==> src/rtl/alarm_ctrl.sv <==
// Alarm clock controller: HH:MM:SS timekeeping, set modes via mode/inc buttons,
// and a ring/snooze alarm FSM driven by the 1 Hz tick.
module alarm_ctrl #(
  parameter int RING_SEC   = 60,
  parameter int SNOOZE_SEC = 300
) (
  input  logic       z60,
  input  logic       rst,
  input  logic       tick,
  output logic       div_clr,
  input  logic       btn_mode,
  input  logic       btn_inc,
  input  logic       btn_snooze,
  input  logic       alm_en,
  output logic [4:0] time_hr,
  output logic [5:0] time_min,
  output logic [5:0] time_sec,
  output logic [4:0] alm_hr,
  output logic [5:0] alm_min,
  output logic [2:0] mode,
  output logic       alarm_on
);

  localparam logic [2:0] M_RUN      = 3'd0;
  localparam logic [2:0] M_SET_T_HR = 3'd1;
  localparam logic [2:0] M_SET_T_MIN = 3'd2;
  localparam logic [2:0] M_SET_A_HR = 3'd3;
  localparam logic [2:0] M_SET_A_MIN = 3'd4;

  localparam logic [1:0] A_IDLE   = 2'd0;
  localparam logic [1:0] A_RING   = 2'd1;
  localparam logic [1:0] A_SNOOZE = 2'd2;

  localparam logic [8:0] RING_CNT   = 9'(RING_SEC);
  localparam logic [8:0] SNOOZE_CNT = 9'(SNOOZE_SEC);

  logic [4:0] time_hr_q, time_hr_d;
  logic [5:0] time_min_q, time_min_d;
  logic [5:0] time_sec_q, time_sec_d;
  logic [4:0] alm_hr_q, alm_hr_d;
  logic [5:0] alm_min_q, alm_min_d;
  logic [2:0] mode_q, mode_d;
  logic [1:0] a_state_q, a_state_d;
  logic [8:0] cnt_q, cnt_d;
  logic       alarm_on_q, alarm_on_d;
  logic       div_clr_q, div_clr_d;
  logic       tick_upd_q, tick_upd_d;
  logic       time_runs;
  logic       alarm_match;

  assign time_runs = (mode_q == M_RUN) || (mode_q == M_SET_A_HR) || (mode_q == M_SET_A_MIN);

  // Match is evaluated on the registered time, so it fires the cycle after the tick update.
  assign alarm_match = tick_upd_q && (time_hr_q == alm_hr_q) && (time_min_q == alm_min_q)
                       && (time_sec_q == 6'd0);

  always_comb begin
    time_hr_d  = time_hr_q;
    time_min_d = time_min_q;
    time_sec_d = time_sec_q;
    alm_hr_d   = alm_hr_q;
    alm_min_d  = alm_min_q;
    mode_d     = mode_q;
    div_clr_d  = 1'b0;
    tick_upd_d = 1'b0;

    if (tick && time_runs) begin
      tick_upd_d = 1'b1;
      if (time_sec_q == 6'd59) begin
        time_sec_d = 6'd0;
        if (time_min_q == 6'd59) begin
          time_min_d = 6'd0;
          time_hr_d  = (time_hr_q == 5'd23) ? 5'd0 : time_hr_q + 5'd1;
        end else begin
          time_min_d = time_min_q + 6'd1;
        end
      end else begin
        time_sec_d = time_sec_q + 6'd1;
      end
    end

    if (btn_mode) begin
      mode_d = (mode_q >= M_SET_A_MIN) ? M_RUN : mode_q + 3'd1;
      if (mode_q == M_SET_T_MIN) begin
        time_sec_d = 6'd0;
        div_clr_d  = 1'b1;
      end
    end else if (btn_inc) begin
      case (mode_q)
        M_SET_T_HR:  time_hr_d  = (time_hr_q == 5'd23)  ? 5'd0 : time_hr_q + 5'd1;
        M_SET_T_MIN: time_min_d = (time_min_q == 6'd59) ? 6'd0 : time_min_q + 6'd1;
        M_SET_A_HR:  alm_hr_d   = (alm_hr_q == 5'd23)   ? 5'd0 : alm_hr_q + 5'd1;
        M_SET_A_MIN: alm_min_d  = (alm_min_q == 6'd59)  ? 6'd0 : alm_min_q + 6'd1;
        default: ;
      endcase
    end
  end

  always_comb begin
    a_state_d = a_state_q;
    cnt_d     = cnt_q;
    if (!alm_en) begin
      a_state_d = A_IDLE;
      cnt_d     = 9'd0;
    end else begin
      case (a_state_q)
        A_IDLE: begin
          if (alarm_match) begin
            a_state_d = A_RING;
            cnt_d     = RING_CNT;
          end
        end
        A_RING: begin
          if (btn_snooze) begin
            a_state_d = A_SNOOZE;
            cnt_d     = SNOOZE_CNT;
          end else if (tick) begin
            if (cnt_q <= 9'd1) begin
              a_state_d = A_IDLE;
              cnt_d     = 9'd0;
            end else begin
              cnt_d = cnt_q - 9'd1;
            end
          end
        end
        A_SNOOZE: begin
          if (tick) begin
            if (cnt_q <= 9'd1) begin
              a_state_d = A_RING;
              cnt_d     = RING_CNT;
            end else begin
              cnt_d = cnt_q - 9'd1;
            end
          end
        end
        default: begin
          a_state_d = A_IDLE;
          cnt_d     = 9'd0;
        end
      endcase
    end
    alarm_on_d = (a_state_d == A_RING);
  end

  always_ff @(posedge z60) begin
    if (rst) begin
      time_hr_q  <= 5'd0;
      time_min_q <= 6'd0;
      time_sec_q <= 6'd0;
      alm_hr_q   <= 5'd0;
      alm_min_q  <= 6'd0;
      mode_q     <= M_RUN;
      a_state_q  <= A_IDLE;
      cnt_q      <= 9'd0;
      alarm_on_q <= 1'b0;
      div_clr_q  <= 1'b0;
      tick_upd_q <= 1'b0;
    end else begin
      time_hr_q  <= time_hr_d;
      time_min_q <= time_min_d;
      time_sec_q <= time_sec_d;
      alm_hr_q   <= alm_hr_d;
      alm_min_q  <= alm_min_d;
      mode_q     <= mode_d;
      a_state_q  <= a_state_d;
      cnt_q      <= cnt_d;
      alarm_on_q <= alarm_on_d;
      div_clr_q  <= div_clr_d;
      tick_upd_q <= tick_upd_d;
    end
  end

  assign time_hr  = time_hr_q;
  assign time_min = time_min_q;
  assign time_sec = time_sec_q;
  assign alm_hr   = alm_hr_q;
  assign alm_min  = alm_min_q;
  assign mode     = mode_q;
  assign alarm_on = alarm_on_q;
  assign div_clr  = div_clr_q;

endmodule

==> config.mk <==
export PLATFORM = sky130hd
export DESIGN_NAME = alarm_ctrl
export DESIGN_NICKNAME = d
export VERILOG_FILES = /design/src/rtl/alarm_ctrl.sv
export SDC_FILE = /design/constraint.sdc
export NUM_CORES = 1
export LEC_CHECK = 0
export BUFFER_PORTS_ARGS = -buffer_cell sky130_fd_sc_hd__clkbuf_2
export CAP_MARGIN = 20
export CORE_MARGIN = 2
export CORE_UTILIZATION = 45
export DETAILED_ROUTE_END_ITERATION = 10
export PLACE_DENSITY = 0.8
export SYNTH_ARGS = -nofsm -noshare
export SYNTH_HDL_FRONTEND = slang
export SYNTH_SLANG_ARGS = --single-unit
==> constraint.sdc <==
create_clock -name z60 -period 1.9 [get_ports z60]
set_clock_uncertainty 0.15 [all_clocks]
set_input_delay 0.38 -clock z60 [delete_from_list [all_inputs] [get_ports z60]]
set_output_delay 0.38 -clock z60 [all_outputs]
set_load 0.005 [all_outputs]
* After elaboration in Yosys (flattened, before gate mapping)
Cells that the tools add are included.
Storage, ports and cells: register bits after elaboration 45, latch bits 0, bits in writable memories 0, bits in read-only memories 0, input bits 7, output and inout bits 33, logic and storage cells 90, memories kept 0
Operators by class: add/sub/neg operators 7, $mul 0, div/mod/pow operators 0, magnitude comparators 2, equality and inequality tests 17, shifts and indexed selects 0, mux-type cells 37, bitwise gates (word level) 2, reduce and logical (&&, ||, !) cells 14
Operators with widths (count):
- 6-bit two-way mux | 11
- 9-bit two-way mux | 6
- 5-bit two-way mux | 8
- 9-bit one-hot mux with 3 select lines | 1
- 6-bit by 1-bit adder with 6-bit output (second input constant) | 3
- 6-bit == test (second input constant) | 3
- 2-bit two-way mux | 7
- 5-bit by 1-bit adder with 5-bit output (second input constant) | 2
- 5-bit == test (second input constant) | 2
- 9-bit by 1-bit <= comparator with 1-bit output (second input constant) | 1
- 3-bit AND reduction | 3
- 9-bit by 1-bit subtractor with 9-bit output (second input constant) | 1
- 3-bit by 2-bit == test with 1-bit output (second input constant) | 2
- 6-bit == test | 1
- 6-bit zero test | 1
- 2-bit one-hot mux with 3 select lines | 1
- 5-bit == test | 1
- 2-bit by 1-bit == test with 1-bit output (second input constant) | 2
- 1-bit logical AND | 4
- 2-bit != test (second input constant) | 2
- 2-bit OR reduction | 2
- 3-bit by 1-bit adder with 3-bit output (second input constant) | 1
- 3-bit by 1-bit == test with 1-bit output (second input constant) | 1
- 3-bit == test (second input constant) | 1
- other kinds (9) | 12

* Depth between registers and ports, before layout
depth after elaboration 8, mapped depth 8, mapped depth without buffers 8

* Worst setup path before layout
Ideal clock, no wire load.
kind register to register, start register time_sec_q[3] (netlist: time_sec[3]), end register cnt_q[6], library setup time 0.117 ns, arrival 1.888 ns, data required time 1.633 ns, setup slack -0.256 ns, cell stages (with the launch flop) 7, buffers on the path 0, period minus slack after synthesis 2.156 ns, path through dfxtp_1 or4_1 nor4_2 nand4_2 a21oi_4 o21ai_1 a32o_1
On the way: word-level cells in the longest chain between the ends 4
Ends and longest elaborated chain:
- start: declaration | line 39 | logic [5:0] time_sec_q, time_sec_d;
- start signal: assignment | line 161 | time_sec_q <= time_sec_d;
- 6-bit zero test | line 55 | && (time_sec_q == 6'd0);
- 1-bit logical AND | line 55
- 2-bit != test (no line)
- 3-bit AND reduction (no line)
- end signal: assignment | line 166 | cnt_q <= cnt_d;
- end: declaration | line 44 | logic [8:0] cnt_q, cnt_d;
Every way passes these cells. A chain may end at the register's enable or synchronous reset.

* Worst setup path in the final report
start register time_sec_q[5] (netlist: time_sec[5]), end register cnt_q[1]
Same word-level chain as after synthesis.

==> impl_metrics.yaml <==
worst_setup_path:
  path_cells: "or4_4 > nor4_4 > nand4_2 > a21oi_4 > buf_6 > mux2i_1 > nor2_1"
  cp_top_family: "simple AND/OR/NAND/NOR gates"
  max_stage_delay_ps: 540
  cp-end-kind: "flip-flop"
  critical_path_class: "flip-flop to flip-flop"
  start_kind: "flip-flop"
  worst_path_max_delay_cell: "or4_4"
  timing.critical_path.buf_inv: 1
  crit_path_max_fanout: 5
  critical_path_arrival_ps: 2190
  worstPathRequired_ps: 1930
placement:
  dp.final_hpwl_mm: 4.748
  port_buffers: 39
  gp_congestion: 0.8946
clock_network:
  clock_sinks: 45
  numCtsBuffers: 5
  ctsHoldBuffers: 0
  cts-root-buf: "clkbuf_8"
  cts_max_level: 2
  cts.reportedPaths.clkPinSlew_ps: 90
  clk_latency_ps: 300
  clock_path_buffers: 2
  cts_tree: "yes"
layout:
  drive_gt1_frac: 0.3785
  num_antenna_cells: 0
  area_growth_pct: 42.81
  final_nets: 410
die:
  die_h_um: 77.56
  rows: 26
  die-area_um2: 6015
  core_area_um2: 5172
  io-pin-count: 40
  start_util: 0.4707
  die_w_um: 77.56
yosys:
  seq_area_frac_synth: 0.3700
  synth_simple_gate_area_share: 0.2420
  muxShareOfSynthArea: 0.04522
  synth_commonest_cells: "nor2_1 (48), dfxtp_1 (45), xor2_1 (22), nand2_1 (18)"
  synth_warnings: 0
  synth_area_leader_cell: "dfxtp_1"
  synth_top_family_by_area: "simple AND/OR/NAND/NOR gates"
  synth_fa_ha_area_frac: 0.06680
  synth_async_sr_flop_share: 0
  synthMostInstantiatedCell: "nor2_1"
  avgSynthCellArea_um2: 8.634
  synth_nets: 302
  synth-compound-area-share: 0.1357
  synth_seq_cells: 45
  synth-xor-area-share: 0.1079
  synth_area_leaders: "dfxtp_1 (37%), xor2_1 (7.9%), nor2_1 (7.4%), ha_1 (6.7%), mux2i_1 (4.5%)"
  synth_flop_cell: "dfxtp_1"
  synth_top_area_share: 0.3700
  synthesis.area_um2: 2435
  synth.distinct_cells: 47
  synth-edff-count: 0
  postSynthCellCount: 282
drt:
  drcViolationCount: 0
  routedWlPerCell_um: 14.37
  drt_pass1_iterations: 4
  drt_iter0_drc: 161
  wl_met3_um: 259
  highest_layer: "met4"
  vias: 2466
  avgViaCountPerCell: 5.349
  routed_wl_mm: 6.623
  postRouteAntennaNets: 0
  wl_met1_mm: 2.845
  met2_length_mm: 3.395
timing:
  whs_ps: 273.7
  fmax_mhz: 462.9
  fin_crit_sh: 1.137
  finalSetupTns_ps: -2486
  hold_viol: 0
  grt_setup_unrepaired: "yes"
  worstMarginPinSlew_ps: 421.5
  drv_slew: 0
  final-setup-viol-count: 12
  slew_headroom: 0.7168
  fin_crit_ps: 2160
  worst_slack_ps: -260.3
pwr:
  powerDensity_nw_per_um2: 616.4
  p_leak_nw: 1.616
  finalPower_mw: 2.143
  worst_ir_drop_vdd_mv: 0.4800
grt:
  antenna_found_initial: 0
  grt_max_degree: 16
  first_global_vias: 2423
  globalRouteOverflowTotal: 0
  track_usage: 0.2232
  grt_pass1_wl_mm: 10.85
outcome:
  status: "complete, but fails checks"
  violations: "setup timing"
hold_path:
  worstHoldPathType: "primary input to flip-flop"
run:
  max_cap_violations: 0
## worst reg2reg max path, cell delays in order (launching register included)
cell	delay (ps)
dfxtp_2	330
or4_4	540
nor4_4	270
nand4_2	160
a21oi_4	230
buf_6	130
mux2i_1	190
nor2_1	60
## cell usage in the layout, fill, tap and decap left out, types with 5 or more instances in the layout
cell type,synthesis,layout
a21oi_1,14,14
buf_4,0,66
xnor2_1,8,8
nand2_1,18,17
dfxtp_2,0,5
clkbuf_8,0,5
mux2i_1,11,11
ha_1,13,10
inv_1,14,13
nor2b_1,6,6
nor2_1,48,43
clkbuf_2,0,39
nand3_1,9,8
dfxtp_1,45,39
xor2_1,22,22
## metrics by stage
| stage | util | instances | cell area, µm² | setup slack (ps) |
|---|---|---|---|---|
| after floorplan | - | 282 | 2479 | -234.8 |
| after global placement | 0.6159 | 444 | 3186 | -224.0 |
| after detailed placement | 0.6159 | 444 | 3186 | -307.5 |
| after CTS | 0.6572 | 458 | 3400 | -216.7 |
| after global routing | 0.6722 | 461 | 3477 | -371.9 |
| final | 0.6722 | 461 | 3477 | -260.3 |
## kinds of logic (layout without fill, tap and decap cells)
| kind of cell | after synthesis | in the layout |
|---|---|---|
| multiplexers | 11 | 11 |
| flip-flops | 45 | 45 |
| AND/OR/NAND/NOR | 115 | 115 |
| adder cells (fa/ha/maj) | 13 | 13 |
| XOR/XNOR | 30 | 30 |
| buffers and inverters | 21 | 130 |
| AO/OA/AOI/OAI | 47 | 47 |
## area by class of cell
class                           instances  area [µm²]
Clock buffer                            5       68.82
Multi-Input combinational cell        216        1568
Inverter                               14       52.55
Timing Repair Buffer                  108       724.4
Tap cell                               70       87.58
Sequential cell                        45       910.9
Clock inverter                          3       65.06
Fill cell                             404        1695
## worst paths after layout
path	startpoint	end	slack [ps]	cells after the start
worst max-delay path	time_sec[5]	cnt_q[1]	-260	7
worst min-delay path	btn_mode	mode[2]	270	4
worst max register to register	time_sec[5]	cnt_q[1]	-260	7
worst min register to register	time_min[4]	time_min[4]	390	2
## what timing repair did
item	in CTS	in global routing
pin swaps	11	14
setup endpoints to repair	14	25
resized for setup	7	17
endpoints found under the hold margin	0	0
setup buffers	6	4
## metal layers
layer	vias up	GRT usage
li1	1208	-
met1	1178	0.2678
met2	67	0.3991
met3	13	0.03953
met4	0	0.07857
met5	-	0
## flip-flops by register name, indices dropped and copies added, names as in the netlist
| register | cells |
|---|---|
| alm_hr | 5 |
| cnt_q | 9 |
| time_sec | 6 |
| div_clr | 1 |
| mode | 3 |
| alarm_on | 1 |
| time_min | 6 |
| tick_upd_q | 1 |
| a_state_q | 2 |
| time_hr | 5 |
| alm_min | 6 |
## power breakdown
group	internal, mW	switching, mW
clock	0.523	0.337
combinational	0.152	0.155
sequential	0.962	0.0149
total	1.64	0.507
Power figures use the tool's default switching activity.
